<file path="config.mk">
export PLATFORM = sky130hd
export DESIGN_NAME = jtopl_cpu_if_flat
export DESIGN_NICKNAME = d
export VERILOG_FILES = /design/src/rtl/jtopl_cpu_if_if.sv /design/src/rtl/jtopl_cpu_if.sv /design/src/flat_wrapper.sv
export SDC_FILE = /design/constraint.sdc
export NUM_CORES = 1
export LEC_CHECK = 0
export ABC_CLOCK_PERIOD_IN_PS = 5900
export CELL_PAD_IN_SITES_DETAIL_PLACEMENT = 1
export CELL_PAD_IN_SITES_GLOBAL_PLACEMENT = 1
export CORE_MARGIN = 2
export CORE_UTILIZATION = 41
export CTS_BUF_LIST = sky130_fd_sc_hd__clkbuf_8
export DETAILED_ROUTE_END_ITERATION = 10
export PLACE_DENSITY = 0.79
export SLEW_MARGIN = 25
export SYNTH_ARGS = -nofsm -noshare
export SYNTH_HDL_FRONTEND = slang
export SYNTH_SLANG_ARGS = --single-unit
</file>
<file path="constraint.sdc">
create_clock -name clk -period 5.9 [get_ports clk]
set_clock_uncertainty 0.2 [all_clocks]
set_input_delay 1.18 -clock clk [delete_from_list [all_inputs] [get_ports clk]]
set_output_delay 1.18 -clock clk [all_outputs]
set_load 0.005 [all_outputs]
</file>
<file path="src/rtl/jtopl_cpu_if_if.sv">
// Host/chip bundle for jtopl_cpu_if.
//  master: sequencer/CPU side plus the chip's read-back data (drives cmd_*, stat_req, opl_dout)
//  slave : the jtopl_cpu_if initiator (drives cmd_ready, stat_vld, status, busy, opl_* strobes)
interface jtopl_cpu_if_if;
    logic       cmd_valid;
    logic       cmd_ready;
    logic [7:0] cmd_reg;
    logic [7:0] cmd_val;
    logic       stat_req;
    logic       stat_vld;
    logic [7:0] status;
    logic       busy;
    logic [7:0] opl_din;
    logic       opl_addr;
    logic       opl_cs_n;
    logic       opl_wr_n;
    logic [7:0] opl_dout;

    modport master (
        output cmd_valid, cmd_reg, cmd_val, stat_req, opl_dout,
        input  cmd_ready, stat_vld, status, busy,
        input  opl_din, opl_addr, opl_cs_n, opl_wr_n
    );

    modport slave (
        input  cmd_valid, cmd_reg, cmd_val, stat_req, opl_dout,
        output cmd_ready, stat_vld, status, busy,
        output opl_din, opl_addr, opl_cs_n, opl_wr_n
    );
endinterface

</file>
<file path="src/rtl/jtopl_cpu_if.sv">
// jtopl_cpu_if: host-side bus initiator for the OPL CPU port.
//  Register writes are queued in a small FIFO and replayed as an address strobe
//  and a data strobe, each followed by the chip's mandatory idle time. Status
//  reads are merged into a single pending request that beats queued writes.
// Ports:
//  clk  system clock
//  rst  synchronous reset, active high
//  cen  chip clock enable (same enable as jtopl); FSM advances only when high
//  bus  slave view: command FIFO input, status read-back, busy, OPL strobes
module jtopl_cpu_if #(
    parameter int unsigned FIFO_AW   = 2,
    parameter int unsigned ADDR_WAIT = 12,
    parameter int unsigned DATA_WAIT = 84
) (
    input  logic                 clk,
    input  logic                 rst,
    input  logic                 cen,
    jtopl_cpu_if_if.slave        bus
);
    localparam int unsigned DEPTH = 1 << FIFO_AW;
    localparam int unsigned WMAX  = (ADDR_WAIT > DATA_WAIT) ? ADDR_WAIT : DATA_WAIT;
    localparam int unsigned CW    = $clog2(WMAX + 1);

    typedef struct packed {
        logic [7:0] idx;
        logic [7:0] val;
    } cmd_t;

    typedef enum logic [2:0] {IDLE, ADR, AWAIT, DAT, DWAIT, RD} state_t;

    cmd_t               mem [DEPTH];
    logic [FIFO_AW-1:0] wr_ptr, rd_ptr;
    logic [FIFO_AW:0]   count;
    logic               full, empty, push, pop;

    state_t             state;
    logic [CW-1:0]      cnt;
    logic [7:0]         cur_val;
    logic               rd_pend;
    logic               cs_n, wr_n, addr, stat_vld;
    logic [7:0]         din, status;

    assign full  = (count == (FIFO_AW+1)'(DEPTH));
    assign empty = (count == '0);
    // push is blocked while full even if a pop happens in the same cycle
    assign push  = bus.cmd_valid && !full;
    assign pop   = cen && (state == IDLE) && !rd_pend && !empty;

    // FIFO storage, no reset needed: validity is tracked by count
    always_ff @(posedge clk) begin
        if (push) mem[wr_ptr] <= '{idx: bus.cmd_reg, val: bus.cmd_val};
    end

    // FIFO pointers and occupancy
    always_ff @(posedge clk) begin
        if (rst) begin
            wr_ptr <= '0;
            rd_ptr <= '0;
            count  <= '0;
        end else begin
            if (push) wr_ptr <= wr_ptr + FIFO_AW'(1);
            if (pop)  rd_ptr <= rd_ptr + FIFO_AW'(1);
            case ({push, pop})
                2'b10:   count <= count + (FIFO_AW+1)'(1);
                2'b01:   count <= count - (FIFO_AW+1)'(1);
                default: count <= count;
            endcase
        end
    end

    // Access sequencer with registered bus strobes
    always_ff @(posedge clk) begin
        if (rst) begin
            state    <= IDLE;
            cnt      <= '0;
            cur_val  <= '0;
            rd_pend  <= 1'b0;
            cs_n     <= 1'b1;
            wr_n     <= 1'b1;
            addr     <= 1'b0;
            din      <= '0;
            status   <= '0;
            stat_vld <= 1'b0;
        end else begin
            stat_vld <= 1'b0;
            if (cen) begin
                case (state)
                    IDLE: begin
                        if (rd_pend) begin
                            state <= RD;
                            cs_n  <= 1'b0;
                            wr_n  <= 1'b1;
                            addr  <= 1'b0;
                        end else if (!empty) begin
                            state   <= ADR;
                            cur_val <= mem[rd_ptr].val;
                            din     <= mem[rd_ptr].idx;
                            cs_n    <= 1'b0;
                            wr_n    <= 1'b0;
                            addr    <= 1'b0;
                        end
                    end
                    ADR: begin
                        state <= AWAIT;
                        cs_n  <= 1'b1;
                        wr_n  <= 1'b1;
                        cnt   <= CW'(ADDR_WAIT - 1);
                    end
                    AWAIT: begin
                        if (cnt == '0) begin
                            state <= DAT;
                            cs_n  <= 1'b0;
                            wr_n  <= 1'b0;
                            addr  <= 1'b1;
                            din   <= cur_val;
                        end else begin
                            cnt <= cnt - CW'(1);
                        end
                    end
                    DAT: begin
                        state <= DWAIT;
                        cs_n  <= 1'b1;
                        wr_n  <= 1'b1;
                        cnt   <= CW'(DATA_WAIT - 1);
                    end
                    DWAIT: begin
                        if (cnt == '0) state <= IDLE;
                        else           cnt   <= cnt - CW'(1);
                    end
                    RD: begin
                        state    <= IDLE;
                        cs_n     <= 1'b1;
                        status   <= bus.opl_dout;
                        stat_vld <= 1'b1;
                    end
                    default: begin
                        state <= IDLE;
                        cs_n  <= 1'b1;
                        wr_n  <= 1'b1;
                    end
                endcase
            end
            // a request landing on the RD exit edge wins over the clear
            if (cen && (state == RD)) rd_pend <= 1'b0;
            if (bus.stat_req)         rd_pend <= 1'b1;
        end
    end

    assign bus.cmd_ready = !full;
    assign bus.busy      = (state != IDLE) || !empty || rd_pend;
    assign bus.stat_vld  = stat_vld;
    assign bus.status    = status;
    assign bus.opl_din   = din;
    assign bus.opl_addr  = addr;
    assign bus.opl_cs_n  = cs_n;
    assign bus.opl_wr_n  = wr_n;
endmodule

</file>
<file path="src/flat_wrapper.sv">
// flat-port wrapper written by rule: the top's interface ports become plain ports
module jtopl_cpu_if_flat 
#(
    parameter int unsigned FIFO_AW   = 2,
    parameter int unsigned ADDR_WAIT = 12,
    parameter int unsigned DATA_WAIT = 84
)
  (clk, rst, cen, bus_cmd_valid, bus_cmd_reg, bus_cmd_val, bus_stat_req, bus_opl_dout, bus_cmd_ready, bus_stat_vld, bus_status, bus_busy, bus_opl_din, bus_opl_addr, bus_opl_cs_n, bus_opl_wr_n);
  jtopl_cpu_if_if bus_i ();
  input  logic clk;
  input  logic rst;
  input  logic cen;
  input wire logic [$bits(bus_i.cmd_valid)-1:0] bus_cmd_valid;
  input wire logic [$bits(bus_i.cmd_reg)-1:0] bus_cmd_reg;
  input wire logic [$bits(bus_i.cmd_val)-1:0] bus_cmd_val;
  input wire logic [$bits(bus_i.stat_req)-1:0] bus_stat_req;
  input wire logic [$bits(bus_i.opl_dout)-1:0] bus_opl_dout;
  output wire logic [$bits(bus_i.cmd_ready)-1:0] bus_cmd_ready;
  output wire logic [$bits(bus_i.stat_vld)-1:0] bus_stat_vld;
  output wire logic [$bits(bus_i.status)-1:0] bus_status;
  output wire logic [$bits(bus_i.busy)-1:0] bus_busy;
  output wire logic [$bits(bus_i.opl_din)-1:0] bus_opl_din;
  output wire logic [$bits(bus_i.opl_addr)-1:0] bus_opl_addr;
  output wire logic [$bits(bus_i.opl_cs_n)-1:0] bus_opl_cs_n;
  output wire logic [$bits(bus_i.opl_wr_n)-1:0] bus_opl_wr_n;
  assign bus_i.cmd_valid = bus_cmd_valid;
  assign bus_i.cmd_reg = bus_cmd_reg;
  assign bus_i.cmd_val = bus_cmd_val;
  assign bus_i.stat_req = bus_stat_req;
  assign bus_i.opl_dout = bus_opl_dout;
  assign bus_cmd_ready = bus_i.cmd_ready;
  assign bus_stat_vld = bus_i.stat_vld;
  assign bus_status = bus_i.status;
  assign bus_busy = bus_i.busy;
  assign bus_opl_din = bus_i.opl_din;
  assign bus_opl_addr = bus_i.opl_addr;
  assign bus_opl_cs_n = bus_i.opl_cs_n;
  assign bus_opl_wr_n = bus_i.opl_wr_n;
  jtopl_cpu_if #(.FIFO_AW(FIFO_AW), .ADDR_WAIT(ADDR_WAIT), .DATA_WAIT(DATA_WAIT)) u_core (.clk(clk), .rst(rst), .cen(cen), .bus(bus_i));
endmodule
</file>
==> results of run 1 <==
[routing by layer]
layer  wire (microns)  track usage  vias up
li1                 -            -     1455
met5                0            0        -
met4              157       0.0477        0
met2             5060        0.291       45
met3              321       0.0321       11
met1             4290        0.217     1478
[cells by family (layout without fill, tap and decap cells)]
family	Yosys count	after routing	synth area share
compound gates	78	78	0.129
buf+inv	45	90	0.0434
simple gates	102	102	0.113
flops	112	112	0.606
fa+ha+maj	8	8	0.0226
mux	16	16	0.0757
xor+xnor	6	6	0.0110
[where the power goes]
part / switching (mW) / internal, mW / leakage (nW)
logic: 0.306 / 0.258 / 0.679
registers: 0.0821 / 0.923 / 0.978
clock network: 0.268 / 0.161 / 0.0913
total: 0.656 / 1.34 / 1.75
[cells in the mapped netlist (all sizes together) (2+ instances only)]
cell type / instances / area (sq um)
a21oi: 28 / 140
or4: 3 / 23.8
a221oi: 8 / 120
xor2: 3 / 26.3
nand2: 39 / 146
a32oi: 3 / 45.1
a21o: 3 / 23.8
clkbuf: 6 / 22.5
ha: 7 / 87.6
buf: 16 / 97.6
nand2b: 5 / 31.3
and4: 2 / 17.5
dfxtp: 48 / 961
nand3: 12 / 65.1
or3b: 4 / 35.0
o21ai: 2 / 10.0
a211oi: 19 / 148
or3: 3 / 18.8
xnor2: 3 / 26.3
mux4: 16 / 360
nor3b: 2 / 26.3
edfxtp: 64 / 1920
o31ai: 5 / 37.5
inv: 23 / 86.3
nor4: 2 / 18.8
and3: 5 / 31.3
o32ai: 3 / 26.3
nor3: 5 / 36.3
nor2: 16 / 60.1
[worst max-delay path, delay by kind of cell, from the launching register on]
kind / cells / cell delay, ns
buffers and inverters: 1 / 0.51
DFF: 1 / 0.92
and+or+nand+nor: 2 / 0.28
[cell usage in the layout (no fill, tap or decap), drive strengths merged, types with 2 or more instances in the layout]
master          n
clkbuf          9
or4             3
mux4           16
o32ai           3
nand2          39
inv            26
a21o            3
nor3b           2
and3            5
ha              7
a211oi         19
nand3          12
nor3            5
xnor2           3
or3             3
nor4            2
nand2b          5
nor2           16
buf             2
o31ai           5
clkinv          3
a32oi           3
or3b            4
a221oi          8
o21ai           2
dfxtp          48
a21oi          28
edfxtp         64
xor2            3
and4            2
clkdlybuf4s50  49
[final cells by class]
class                   count  area [sq um]
fillers                  1162          5860
repair buffers             51           505
well taps                 143           179
inverters                  23          86.3
flip-flops and latches    112          2880
clock inverters             7          60.1
clock buffers               9           124
multi-input cells         210          1670
[flip-flops by register name, summed over array words and instances, names as in the netlist, named ones only]
signal and count:
u_core.bus.status 8, u_core.bus.opl_din 8, u_core.bus.opl_wr_n 1, u_core.bus.stat_vld 1, u_core.wr_ptr 2, u_core.rd_ptr 2
u_core.bus.opl_addr 1, u_core.rd_pend 1, u_core.cur_val 8, u_core.bus.opl_cs_n 1, u_core.mem 64, u_core.cnt 7
u_core.state 3, u_core.count 3
[stage by stage]
stage	utilization	cell area [sq um]	std cells	worst slack, ns	power (mW)
after floorplan	-	4760	367	2.84	1.40
after global placement	0.468	5320	539	2.23	1.57
after detailed placement	0.468	5320	539	2.14	1.59
after CTS	0.484	5510	555	2.43	2.03
after global routing	0.484	5510	555	2.31	2.12
final	0.484	5510	555	2.44	2.00
[worst max path at each step]
stage | slack [ns] | depth (start not counted) | end | startpoint
after floorplan | 2.84 | 9 | u_core.count[2] | cen
after global placement | 2.23 | 9 | u_core.count[2] | cen
after detailed placement | 2.14 | 9 | u_core.count[2] | cen
after CTS | 2.43 | 3 | bus_busy | u_core.state[1]
after global routing | 2.31 | 3 | bus_busy | u_core.state[1]
final | 2.44 | 3 | bus_busy | u_core.state[1]
==> impl_metrics.csv, run 1 <==
group,metric,value,unit
layout,diodes,0,
cts,post_cts_buffers,0,
synth,avgSynthCellArea,13.0,sq um
timing,setup_viol,0,
synth,syn_inst,367,
synth,yosysWarningCount,0,
timing,maxSlewHeadroom,0.347,
power_and_ir_drop,p_leak,1.75,nW
worst_setup_path,cp-start-kind,"flip-flop",
synth,synth_ff_type,"edfxtp_1",
worst_setup_path,r2r-end,"u_core.count[2]",
synth,synth_nets,404,
power_and_ir_drop,ir_worst_vdd,201,uV
timing,hold_viol,0,
placed_design,numPortBuffers,50,
synth,ys_seq_elements,112,
worst_setup_path,path_cells,"nor4_2, nand2_1, clkdlybuf4s50_1",
worst_setup_path,r2r_slack,2.80,ns
grt,grt_pass1_vias,3226,
grt,grt_max_degree,52,
cts,post_cts_resized,0,
timing,timing.final.crit_share,0.587,
timing,slew_viol_final,0,
drt,routed_wl,9840,microns
drt,vias,2989,
grt,antenna_found_initial,0,
worst_setup_path,end_kind,"output pin",
cts,cts_tree,"built",
cts,clock-sinks,112,
synth,synth_edf_count,64,
floorplanning,fp.dieW,112,microns
cts,holdBufCountCts,0,
worst_setup_path,r2r_start,"u_core.state[1]",
run_status,status,"finished, final reports clean",
floorplanning,ios,51,
worst_hold_path,hp-start,"u_core.bus.status[1]",
worst_hold_path,min_path_cells,2,
timing,rsz0062_at_grt,"false",
layout,drive_above_1_share,0.129,
timing,fmax,289,MHz
worst_setup_path,slowest_delay,0.92,ns
floorplanning,start_util,0.419,
worst_setup_path,crit_arrival,2.08,ns
drt,wl_per_cell,17.7,microns
timing,setup-tns-final,0,ns
cts,numCtsBuffers,9,
drt,drcViolationCount,0,
cts,path_clk_slew,0.10,ns
worst_setup_path,path_class,"flip-flop to output pin",
placed_design,gp_congestion,0.779,
floorplanning,die_h,112,microns
worst_setup_path,slowest_stage,"dfxtp_1",
drt,vias_per_cell,5.39,
power_and_ir_drop,power.density,363,nW/um^2
floorplanning,die-area,12500,sq um
worst_setup_path,r2r_cells,9,
drt,antenna_left,0,
cts,htree_levels,3,
grt,grt_usage,0.168,
worst_setup_path,cp_max_fo,25,
placed_design,place_hpwl,6800,microns
timing,fin_crit,3.46,ns
cts,clockBufferDepth,2,
floorplanning,std_cell_rows,39,
layout,syn_to_final_growth,15.7,%
worst_hold_path,hp-class,"flip-flop to flip-flop",
worst_hold_path,hold_path_end,"u_core.bus.status[1]",
timing,worstMarginPinSlew,0.979,ns
grt,globalRouteOverflowTotal,0,
synth,syn_area,4760,sq um
drt,first_pass_iters,4,
floorplanning,core,11400,sq um
synth,async_flop_share,0,
grt,grt_pass1_wl,16700,microns
timing,holdWs,0.261,ns
run,drv_cap,0,
drt,drt_iter0_markers,204,
layout,nNetsFinal,444,
cts,clk-insertion-delay-late,0.37,ns
worst_setup_path,cp.required,4.52,ns
synth,ys_types,54,
cts,root_buffer,"clkbuf_8",
synth,yosysSeqAreaShare,0.606,
No activity file was read; power rests on OpenSTA's default activity.
==> inputs of run 2 (changes only) <==
--- a/config.mk
+++ b/config.mk
@@ -5,14 +5,14 @@
 export SDC_FILE = /design/constraint.sdc
 export NUM_CORES = 1
 export LEC_CHECK = 0
-export ABC_CLOCK_PERIOD_IN_PS = 5900
+export ABC_CLOCK_PERIOD_IN_PS = 2930
 export CELL_PAD_IN_SITES_DETAIL_PLACEMENT = 1
 export CELL_PAD_IN_SITES_GLOBAL_PLACEMENT = 1
 export CORE_MARGIN = 2
 export CORE_UTILIZATION = 41
 export CTS_BUF_LIST = sky130_fd_sc_hd__clkbuf_8
 export DETAILED_ROUTE_END_ITERATION = 10
-export PLACE_DENSITY = 0.79
+export PLACE_DENSITY = 0.82
 export SLEW_MARGIN = 25
 export SYNTH_ARGS = -nofsm -noshare
 export SYNTH_HDL_FRONTEND = slang
==> constraint.sdc (replaced) <==
create_clock -name clk -period 2.93 [get_ports clk]
set_clock_uncertainty 0.2 [all_clocks]
set_input_delay 0.586 -clock clk [delete_from_list [all_inputs] [get_ports clk]]
set_output_delay 0.586 -clock clk [all_outputs]
set_load 0.005 [all_outputs]
==> impl_metrics.csv, run 2 (same netlist as run 1, synthesis figures left out) <==
group,metric,value,unit
run_status,status,"finished, final reports clean",
worst_setup_path,cp-start-kind,"flip-flop",
worst_setup_path,r2r_slack,0.24,ns
worst_setup_path,cp.required,3.04,ns
cts,clockBufferDepth,2,
layout,diodes,0,
floorplanning,die_h,112,microns
power_and_ir_drop,power.density,732,nW/um^2
layout,final_cell_mix,"edfxtp_1, clkdlybuf4s50_1, dfxtp_1",
worst_setup_path,path_cells,"or3b_1, and2_1, inv_1, ha_1, inv_1, fa_1, xor2_1, or3_1, a21oi_1",
layout,nNetsFinal,460,
drt,wl_per_cell,18.3,microns
grt,grt_usage,0.176,
timing,maxSlewHeadroom,0.499,
grt,antenna_found_initial,0,
placed_design,gp_congestion,0.799,
worst_setup_path,crit_arrival,2.80,ns
worst_setup_path,r2r_start,"u_core.count[2]",
layout,largest_reg_flops,64,
grt,grt_max_degree,27,
floorplanning,start_util,0.419,
run,drv_cap,0,
worst_setup_path,path_class,"flip-flop to flip-flop",
floorplanning,std_cell_rows,39,
floorplanning,core,11400,sq um
worst_setup_path,crit_family,"simple AND/OR/NAND/NOR gates",
layout,final_common_cell,"edfxtp_1",
cts,htree_levels,3,
floorplanning,die-area,12500,sq um
placed_design,post_dp_cell_area,5440,sq um
worst_hold_path,min_path_cells,2,
grt,grt_pass1_wl,17300,microns
worst_setup_path,cp_max_fo,6,
timing,hold_viol,0,
worst_setup_path,end_kind,"flip-flop",
drt,first_pass_iters,4,
drt,drcViolationCount,0,
timing,slew_viol_final,0,
worst_setup_path,worst-path-buf-inv,2,
drt,vias_per_cell,5.47,
drt,routed_wl,10500,microns
power_and_ir_drop,ir_worst_vdd,342,uV
cts,post_cts_resized,0,
grt,grt_pass1_vias,3393,
placed_design,place_ws,0.0514,ns
timing,fin_crit,2.69,ns
worst_hold_path,hp-class,"flip-flop to flip-flop",
cts,path_clk_slew,0.10,ns
cts,clk-insertion-delay-late,0.38,ns
power_and_ir_drop,p_leak,1.83,nW
layout,fin_area,5630,sq um
timing,setup-tns-final,0,ns
timing,timing.final.crit_share,0.919,
timing,setup_viol,0,
drt,antenna_left,0,
layout,syn_to_final_growth,18.2,%
worst_setup_path,slowest_delay,0.46,ns
timing,worstMarginPinSlew,0.748,ns
placed_design,place_hpwl,7230,microns
worst_setup_path,r2r_cells,9,
layout,top_register,"u_core.mem",
cts,root_buffer,"clkbuf_8",
floorplanning,fp.dieW,112,microns
worst_setup_path,slowest_stage,"or3b_1",
cts,holdBufCountCts,0,
drt,drt_iter0_markers,182,
cts,post_cts_buffers,0,
drt,vias,3123,
cts,clock-sinks,112,
placed_design,numPortBuffers,50,
worst_setup_path,r2r-end,"u_core.count[2]",
cts,numCtsBuffers,9,
timing,fmax,371,MHz
timing,rsz0062_at_grt,"false",
floorplanning,ios,51,
cts,cts_tree,"built",
worst_hold_path,hp-start,"u_core.bus.status[6]",
worst_setup_path,cpMostUsedCell,"inv_1",
grt,globalRouteOverflowTotal,0,
timing,finalWorstSetupSlack,0.236,ns
worst_hold_path,hold_path_end,"u_core.bus.status[6]",
layout,drive_above_1_share,0.161,
==> run 2: changes by cell type in the layout (fill, tap and decap cells not counted), sizes merged <==
| cell | before | now |
|---|---|---|
| buf | 2 | 18 |
| clkinv | 3 | 2 |
| inv | 26 | 27 |
==> run 2: worst min-delay path: stages (launching register included) <==
cell and delay [ns]:
dfxtp_1 0.32, nand2_1 0.05, a21oi_1 0.05
==> run 2: per-layer routing <==
layer  vias to the layer above  GRT usage  wire (microns)
met2                        57      0.307            5510
met4                         0     0.0502             114
met5                         -          0               0
met3                         9     0.0359             391
li1                       1484          -               -
met1                      1573      0.222            4460
==> run 2: stage by stage <==
step / util / power (mW) / std cells / hold WS, ns
after floorplan: - / 2.82 / 367 / 0.237
after global placement: 0.479 / 3.22 / 555 / 0.243
after detailed placement: 0.479 / 3.28 / 555 / 0.255
after CTS: 0.495 / 4.17 / 571 / 0.271
after global routing: 0.495 / 4.36 / 571 / 0.286
final: 0.495 / 4.12 / 571 / 0.266
==> run 2: layout make-up <==
class	count	area [sq um]
clock buffer	9	124
timing repair buffer	67	623
multi-input combinational	210	1670
clock inverter	7	60.1
inverter	23	86.3
fill	1176	5740
sequential	112	2880
tap	143	179
==> run 2: how the worst max path moves through the flow <==
stage	startpoint	to	depth (start not counted)
6_report	u_core.count[2]	u_core.count[2]	9
2_1_floorplan	u_core.state[2]	u_core.count[2]	10
4_1_cts	u_core.rd_pend	bus_busy	4
3_3_place_gp	bus_cmd_valid	u_core.count[2]	9
3_5_place_dp	bus_cmd_valid	u_core.count[2]	9
5_1_grt	u_core.count[2]	u_core.count[2]	9
==> run 2: report_power, final <==
group	total, mW	internal, mW	leakage [nW]	switching, mW
clock	0.879	0.326	0.0917	0.553
combinational	1.23	0.570	0.760	0.664
sequential	2.01	1.86	0.978	0.148
